==> src/rtl/sha256_pkg.sv <==
// -----------------------------------------------------------------------------
// sha256_pkg
// Shared SHA-256 types, constants and bit-mixing functions.
//   word_t / block_t       : 32-bit word and 512-bit padded block
//   SHA256_ROUNDS          : schedule length / compression rounds
//   sched_state_t          : message-schedule FSM states
//   sigma0 / sigma1        : small-sigma functions used by the schedule
//   big_sigma0 / big_sigma1: big-Sigma functions used by the compression engine
// -----------------------------------------------------------------------------
package sha256_pkg;

  typedef logic [31:0]  word_t;
  typedef logic [511:0] block_t;

  localparam int SHA256_ROUNDS = 64;
  localparam int SCHED_DEPTH   = 16;

  typedef enum logic {
    SCHED_IDLE = 1'b0,
    SCHED_RUN  = 1'b1
  } sched_state_t;

  // Rotations are written as fixed concatenations so every shift is a constant
  // rewiring with no barrel shifter.

  // ROTR7 ^ ROTR18 ^ SHR3
  function automatic word_t sigma0(input word_t x);
    word_t r7;
    word_t r18;
    word_t s3;
    r7  = {x[6:0],  x[31:7]};
    r18 = {x[17:0], x[31:18]};
    s3  = {3'b000,  x[31:3]};
    return r7 ^ r18 ^ s3;
  endfunction

  // ROTR17 ^ ROTR19 ^ SHR10
  function automatic word_t sigma1(input word_t x);
    word_t r17;
    word_t r19;
    word_t s10;
    r17 = {x[16:0], x[31:17]};
    r19 = {x[18:0], x[31:19]};
    s10 = {10'd0,   x[31:10]};
    return r17 ^ r19 ^ s10;
  endfunction

  // ROTR2 ^ ROTR13 ^ ROTR22
  function automatic word_t big_sigma0(input word_t x);
    return {x[1:0], x[31:2]} ^ {x[12:0], x[31:13]} ^ {x[21:0], x[31:22]};
  endfunction

  // ROTR6 ^ ROTR11 ^ ROTR25
  function automatic word_t big_sigma1(input word_t x);
    return {x[5:0], x[31:6]} ^ {x[10:0], x[31:11]} ^ {x[24:0], x[31:25]};
  endfunction

endpackage

==> src/rtl/sha256_sched_word.sv <==
// -----------------------------------------------------------------------------
// sha256_sched_word
// Combinational expansion of one schedule word:
//   W[t] = sigma1(W[t-2]) + W[t-7] + sigma0(W[t-15]) + W[t-16]  (mod 2^32)
// Ports:
//   w_m2, w_m7, w_m15, w_m16 : in  32  buffer taps W[t-2], W[t-7], W[t-15], W[t-16]
//   w_new                    : out 32  expanded word W[t]
// -----------------------------------------------------------------------------
module sha256_sched_word
  import sha256_pkg::*;
(
  input  word_t w_m2,
  input  word_t w_m7,
  input  word_t w_m15,
  input  word_t w_m16,
  output word_t w_new
);

  // Carries out of bit 31 are dropped, giving the required mod 2^32 sum.
  assign w_new = sigma1(w_m2) + w_m7 + sigma0(w_m15) + w_m16;

endmodule

==> src/rtl/sha256_msg_schedule.sv <==
// -----------------------------------------------------------------------------
// sha256_msg_schedule
// Expands each 512-bit padded block into the SHA-256 message schedule
// W[0..ROUNDS-1] and streams the words out one per handshake.
// Ports:
//   clk        in   1    clock, all state on rising edge
//   rst_n      in   1    asynchronous active-low reset
//   blk_valid  in   1    upstream presents a padded block on blk_data
//   blk_ready  out  1    schedule can accept a block (IDLE)
//   blk_data   in   512  block; word 0 = [511:480], word 15 = [31:0]
//   w_valid    out  1    w_word / w_index valid (RUN)
//   w_ready    in   1    downstream accepts the current word
//   w_word     out  32   schedule word W[w_index]
//   w_index    out  6    round index t, 0..ROUNDS-1
//   w_last     out  1    current word is W[ROUNDS-1]
//   busy       out  1    FSM is in RUN; doubles as the state debug view
//
// Handshakes: a transfer happens on a rising edge where valid and ready are
// both high. The producer holds valid and its payload stable until that edge;
// ready may change freely and never depends combinationally on valid from the
// same side. blk_ready depends only on state; w_valid depends only on state.
//
// Word storage is a 16-entry circular buffer indexed by t[3:0]. Slot t&15
// holds W[t-16] when t>=16, which is exactly the oldest tap, so the newly
// computed W[t] overwrites it on the handshake.
// -----------------------------------------------------------------------------
module sha256_msg_schedule
  import sha256_pkg::*;
#(
  parameter int ROUNDS = SHA256_ROUNDS
)
(
  input  logic         clk,
  input  logic         rst_n,
  input  logic         blk_valid,
  output logic         blk_ready,
  input  logic [511:0] blk_data,
  output logic         w_valid,
  input  logic         w_ready,
  output logic [31:0]  w_word,
  output logic [5:0]   w_index,
  output logic         w_last,
  output logic         busy
);

  localparam logic [5:0] LAST_T = 6'(ROUNDS - 1);

  sched_state_t state_q;
  sched_state_t state_d;
  logic [5:0]   t_q;
  word_t        buf_q [SCHED_DEPTH];

  logic         accept;
  logic         fire;
  logic         at_last;
  logic         expanding;
  logic [3:0]   slot;
  word_t        new_word;

  // ---------------------------------------------------------------------------
  // FSM next-state and handshake outputs
  // ---------------------------------------------------------------------------
  always_comb begin
    state_d   = state_q;
    blk_ready = 1'b0;
    w_valid   = 1'b0;
    busy      = 1'b0;
    case (state_q)
      SCHED_IDLE: begin
        blk_ready = 1'b1;
        if (blk_valid) state_d = SCHED_RUN;
      end
      SCHED_RUN: begin
        w_valid = 1'b1;
        busy    = 1'b1;
        // No same-cycle re-acceptance: blk_ready only rises once back in IDLE.
        if (w_ready && (t_q == LAST_T)) state_d = SCHED_IDLE;
      end
      default: begin
        state_d = SCHED_IDLE;
      end
    endcase
  end

  assign accept    = blk_valid & blk_ready;
  assign fire      = w_valid & w_ready;
  assign at_last   = busy && (t_q == LAST_T);
  assign expanding = (t_q[5:4] != 2'b00);   // t >= 16
  assign slot      = t_q[3:0];

  // ---------------------------------------------------------------------------
  // Expansion datapath; 4-bit subtraction wraps mod 16 to address the
  // circular buffer taps.
  // ---------------------------------------------------------------------------
  sha256_sched_word u_sched_word (
    .w_m2  (buf_q[slot - 4'd2]),
    .w_m7  (buf_q[slot - 4'd7]),
    .w_m15 (buf_q[slot - 4'd15]),
    .w_m16 (buf_q[slot]),
    .w_new (new_word)
  );

  always_comb begin
    w_word  = '0;
    w_index = '0;
    w_last  = 1'b0;
    if (busy) begin
      w_word  = expanding ? new_word : buf_q[slot];
      w_index = t_q;
      w_last  = at_last;
    end
  end

  // ---------------------------------------------------------------------------
  // State and round counter
  // ---------------------------------------------------------------------------
  always_ff @(posedge clk or negedge rst_n) begin
    if (!rst_n) begin
      state_q <= SCHED_IDLE;
      t_q     <= '0;
    end else begin
      state_q <= state_d;
      if (accept) begin
        t_q <= '0;
      end else if (fire) begin
        t_q <= at_last ? 6'd0 : t_q + 6'd1;
      end
    end
  end

  // ---------------------------------------------------------------------------
  // Circular word buffer. Stale W[48..63] are left in place between blocks;
  // the next acceptance overwrites all 16 slots.
  // ---------------------------------------------------------------------------
  always_ff @(posedge clk or negedge rst_n) begin
    if (!rst_n) begin
      for (int i = 0; i < SCHED_DEPTH; i++) begin
        buf_q[i] <= '0;
      end
    end else if (accept) begin
      for (int i = 0; i < SCHED_DEPTH; i++) begin
        buf_q[i] <= blk_data[511 - 32*i -: 32];
      end
    end else if (fire && expanding) begin
      buf_q[slot] <= new_word;
    end
  end

endmodule

==> config.mk <==
export PLATFORM = sky130hd
export DESIGN_NAME = sha256_msg_schedule
export DESIGN_NICKNAME = d
export VERILOG_FILES = /design/src/rtl/sha256_pkg.sv /design/src/rtl/sha256_sched_word.sv /design/src/rtl/sha256_msg_schedule.sv
export SDC_FILE = /design/constraint.sdc
export NUM_CORES = 2
export LEC_CHECK = 0
export ABC_AREA = 1
export CAP_MARGIN = 20
export CORE_MARGIN = 2
export CORE_UTILIZATION = 40
export CTS_BUF_LIST = sky130_fd_sc_hd__clkbuf_16
export DETAILED_ROUTE_END_ITERATION = 10
export REMOVE_ABC_BUFFERS = 1
export SETUP_SLACK_MARGIN = 0.3
export SLEW_MARGIN = 20
export SYNTH_ARGS = -nofsm -noshare
export SYNTH_HDL_FRONTEND = slang
export SYNTH_SLANG_ARGS = --single-unit
==> constraint.sdc <==
create_clock -name clk -period 15.2 [get_ports clk]
set_input_delay 3.04 -clock clk [delete_from_list [all_inputs] [get_ports clk]]
set_output_delay 3.04 -clock clk [all_outputs]
set_load 0.05 [all_outputs]
==> flow_summary.json <==
{
  "crit_path_end_kind": "output pin",
  "globalplace.congestion": 1.091,
  "grt_usage_pct": 41.74,
  "worst_path_max_delay_cell": "clkdlybuf4s50_1",
  "coreArea_um2": 100400,
  "critPathRequiredTime_ns": 12.16,
  "grt_start_max_net_pins": 183,
  "dp_worst_setup_slack_ns": 3.026,
  "yosys.area.top_type": "dfrtp_1",
  "multiInputGateArea_um2": 23630,
  "worst-r2r-cell-count": 30,
  "postSynthCellCount": 5820,
  "rows": 116,
  "hold_viol": 0,
  "ios": 558,
  "wl_per_cell_um": 29.67,
  "clk-insertion-delay-late_ns": 0.65,
  "setup_viol": 0,
  "drive_above_1_share_pct": 5.674,
  "dr.pass1.iters": 7,
  "whs_endpoint": "buf_q[217]",
  "cts_inserted_buffers": 66,
  "hp-start": "buf_q[217]",
  "synthToLayoutAreaGrowth_pct": 20.58,
  "synth_cell_types": 55,
  "htreeDepth": 3,
  "rsz0062_at_grt": "false",
  "worstSetupPathType": "flip-flop to output pin",
  "whs_path_depth": 2,
  "grt_pass1_vias": 43220,
  "avgSynthCellArea_um2": 6.979,
  "cts.repair.resized": 0,
  "reg2reg_from": "t_q[0]",
  "r2r_slack_ns": 6.25,
  "final.setup_skew_ns": 0.02936,
  "setup_ws_ns": 2.116,
  "clkTransAtPathRegs_ns": 0.07,
  "fmax_mhz": 76.43,
  "synth_top_area_share_pct": 31.98,
  "synth_most_common_cell": "nand2_1",
  "vias": 46470,
  "ant_nets": 0,
  "fin_crit_sh_pct": 86.08,
  "post_cts_buffers": 0,
  "io_buffer_count": 557,
  "grt_overflow": 0,
  "ys.flop_type": "dfrtp_1",
  "cpPeakStageDelay_ns": 0.82,
  "clock-sinks": 519,
  "dieArea_um2": 104100,
  "drv_slew": 0,
  "synth.area.top_cells": "dfrtp_1, nand2_1, o21ai_0, a21oi_1, nand3_1",
  "ys_warn_count": 0,
  "seq_area_um2": 13000,
  "cp_top_family": "buffers and inverters",
  "cts.path.max_buffers": 3,
  "synth_edf_count": 0,
  "arrival_ns": 10.04,
  "viasPerCell": 6.172,
  "syn_area_um2": 40620,
  "routed_wl_um": 223400,
  "fin_crit_ns": 13.08,
  "crit_path_frequent_cell": "nand2_1",
  "yosys-top-cells-count": "nand2_1, o21ai_0, a21oi_1",
  "worst_pin_slew_ns": 1.319,
  "hp-class": "flip-flop to flip-flop",
  "cts_tree": "built",
  "ys_ff_latch": 519,
  "relSlewSlack_pct": 11.65,
  "dp_hpwl_um": 157400,
  "cts_root_buf": "clkbuf_16",
  "crit_fanout": 103,
  "ys_async_sr_fraction_pct": 100.0,
  "start_util_pct": 40.44,
  "die_width_um": 322.7,
  "r2r_end": "buf_q[467]",
  "crit_path_start_kind": "flip-flop",
  "antenna_found_initial": 11,
  "first_iter_violations": 7148,
  "remaining_drc_errors": 0,
  "path_buf_inv": 8,
  "die_h_um": 322.7,
  "final_util_pct": 48.76,
  "status": "finished clean",
  "postCtsHoldBufs": 0,
  "layout.nets": 6730,
  "yosysSeqAreaShare_pct": 31.98,
  "maxCapViolCount": 0,
  "grt_pass1_wl_um": 310800,
  "fillers": 10270
}
## cells in the final DEF (no fill, tap or decap), types with 10 or more instances in the layout
cell                n
nor2_4             22
o21ai_0           546
buf_4             117
a31oi_2            19
o221ai_1          121
nor3_1             23
xnor2_1            32
o211ai_1          207
mux2i_1            38
ha_1               35
fa_1               62
clkdlybuf4s50_1   556
clkinv_1           25
nand3_1           416
bufinv_16          10
inv_1             475
inv_2              19
o21bai_1           20
o22ai_1            10
a22oi_1            97
nor2_1            347
or2_2              13
o21ai_1           111
a31oi_1            37
clkinv_2           14
nand2_1          1424
clkbuf_16          67
xor2_1             89
dfrtp_1           516
a21oi_1           543
o21ai_2            22
nand4_1            28
o311ai_0           32
## kinds of logic (layout without fill, tap and decap cells)
group	after synthesis	in the layout	synth area share (%)
AO/OA/AOI/OAI	1793	1793	26.57
XOR/XNOR	123	123	2.717
adder cells (fa/ha/maj)	99	99	4.196
buffers and inverters	950	1298	10.33
flip-flops	519	519	31.98
multiplexers	45	45	1.325
other	0	4	0
AND/OR/NAND/NOR	2291	2291	22.89
## final cells by class
| cell class | instances | share of cell area [%] |
|---|---|---|
| multi-input cells | 4351 | 48.26 |
| diodes | 4 | 0.02044 |
| flip-flops and latches | 519 | 26.54 |
| clock inverters | 54 | 1.091 |
| well taps | 1357 | 3.467 |
| repair buffers | 678 | 13.35 |
| clock buffers | 67 | 3.423 |
| inverters | 499 | 3.855 |
## flip-flops by register name, indices dropped and copies added, names as in the netlist
signal and flops:
buf_q 512, state_q 1, t_q 6
## how the worst max path moves through the flow
| stage | from | cells after the start | end | slack [ns] |
|---|---|---|---|---|
| floorplan | t_q[0] | 27 | w_word[13] | -13.25 |
| global placement | t_q[0] | 31 | w_word[29] | 3.08 |
| detailed placement | t_q[0] | 31 | w_word[29] | 3.03 |
| CTS | t_q[0] | 31 | w_word[29] | 2.33 |
| global route | t_q[0] | 29 | w_word[29] | 1.75 |
| finish | t_q[0] | 31 | w_word[29] | 2.12 |
## worst min-delay path: stages (launching register included)
cell	delay, ns
dfrtp_1	0.35
nand2_1	0.05
nand3_1	0.07
## through the flow
step,area (um^2),hold slack (ns),setup TNS [ns],instances
after floorplan,38300,0.4530,-6086.50,5369
after global placement,46750,0.4844,0,7404
after detailed placement,46750,0.4871,0,7404
after CTS,48960,0.5014,0,7525
after global routing,48960,0.5143,0,7525
final,48970,0.4998,0,7529
## layer usage
| layer | share of wire [%] | track usage, % | wire length (um) | vias up |
|---|---|---|---|---|
| li1 | - | - | - | 20380 |
| met1 | 39 | 55.21 | 87310 | 22150 |
| met2 | 42 | 62.18 | 94100 | 3204 |
| met3 | 12 | 9.456 | 25960 | 729 |
| met4 | 7.1 | 24.91 | 15940 | 6 |
| met5 | 0.017 | 0 | 37 | - |
Power is not shown: default switching activity piles up to over one toggle a cycle in this logic, so the estimate is an artifact.
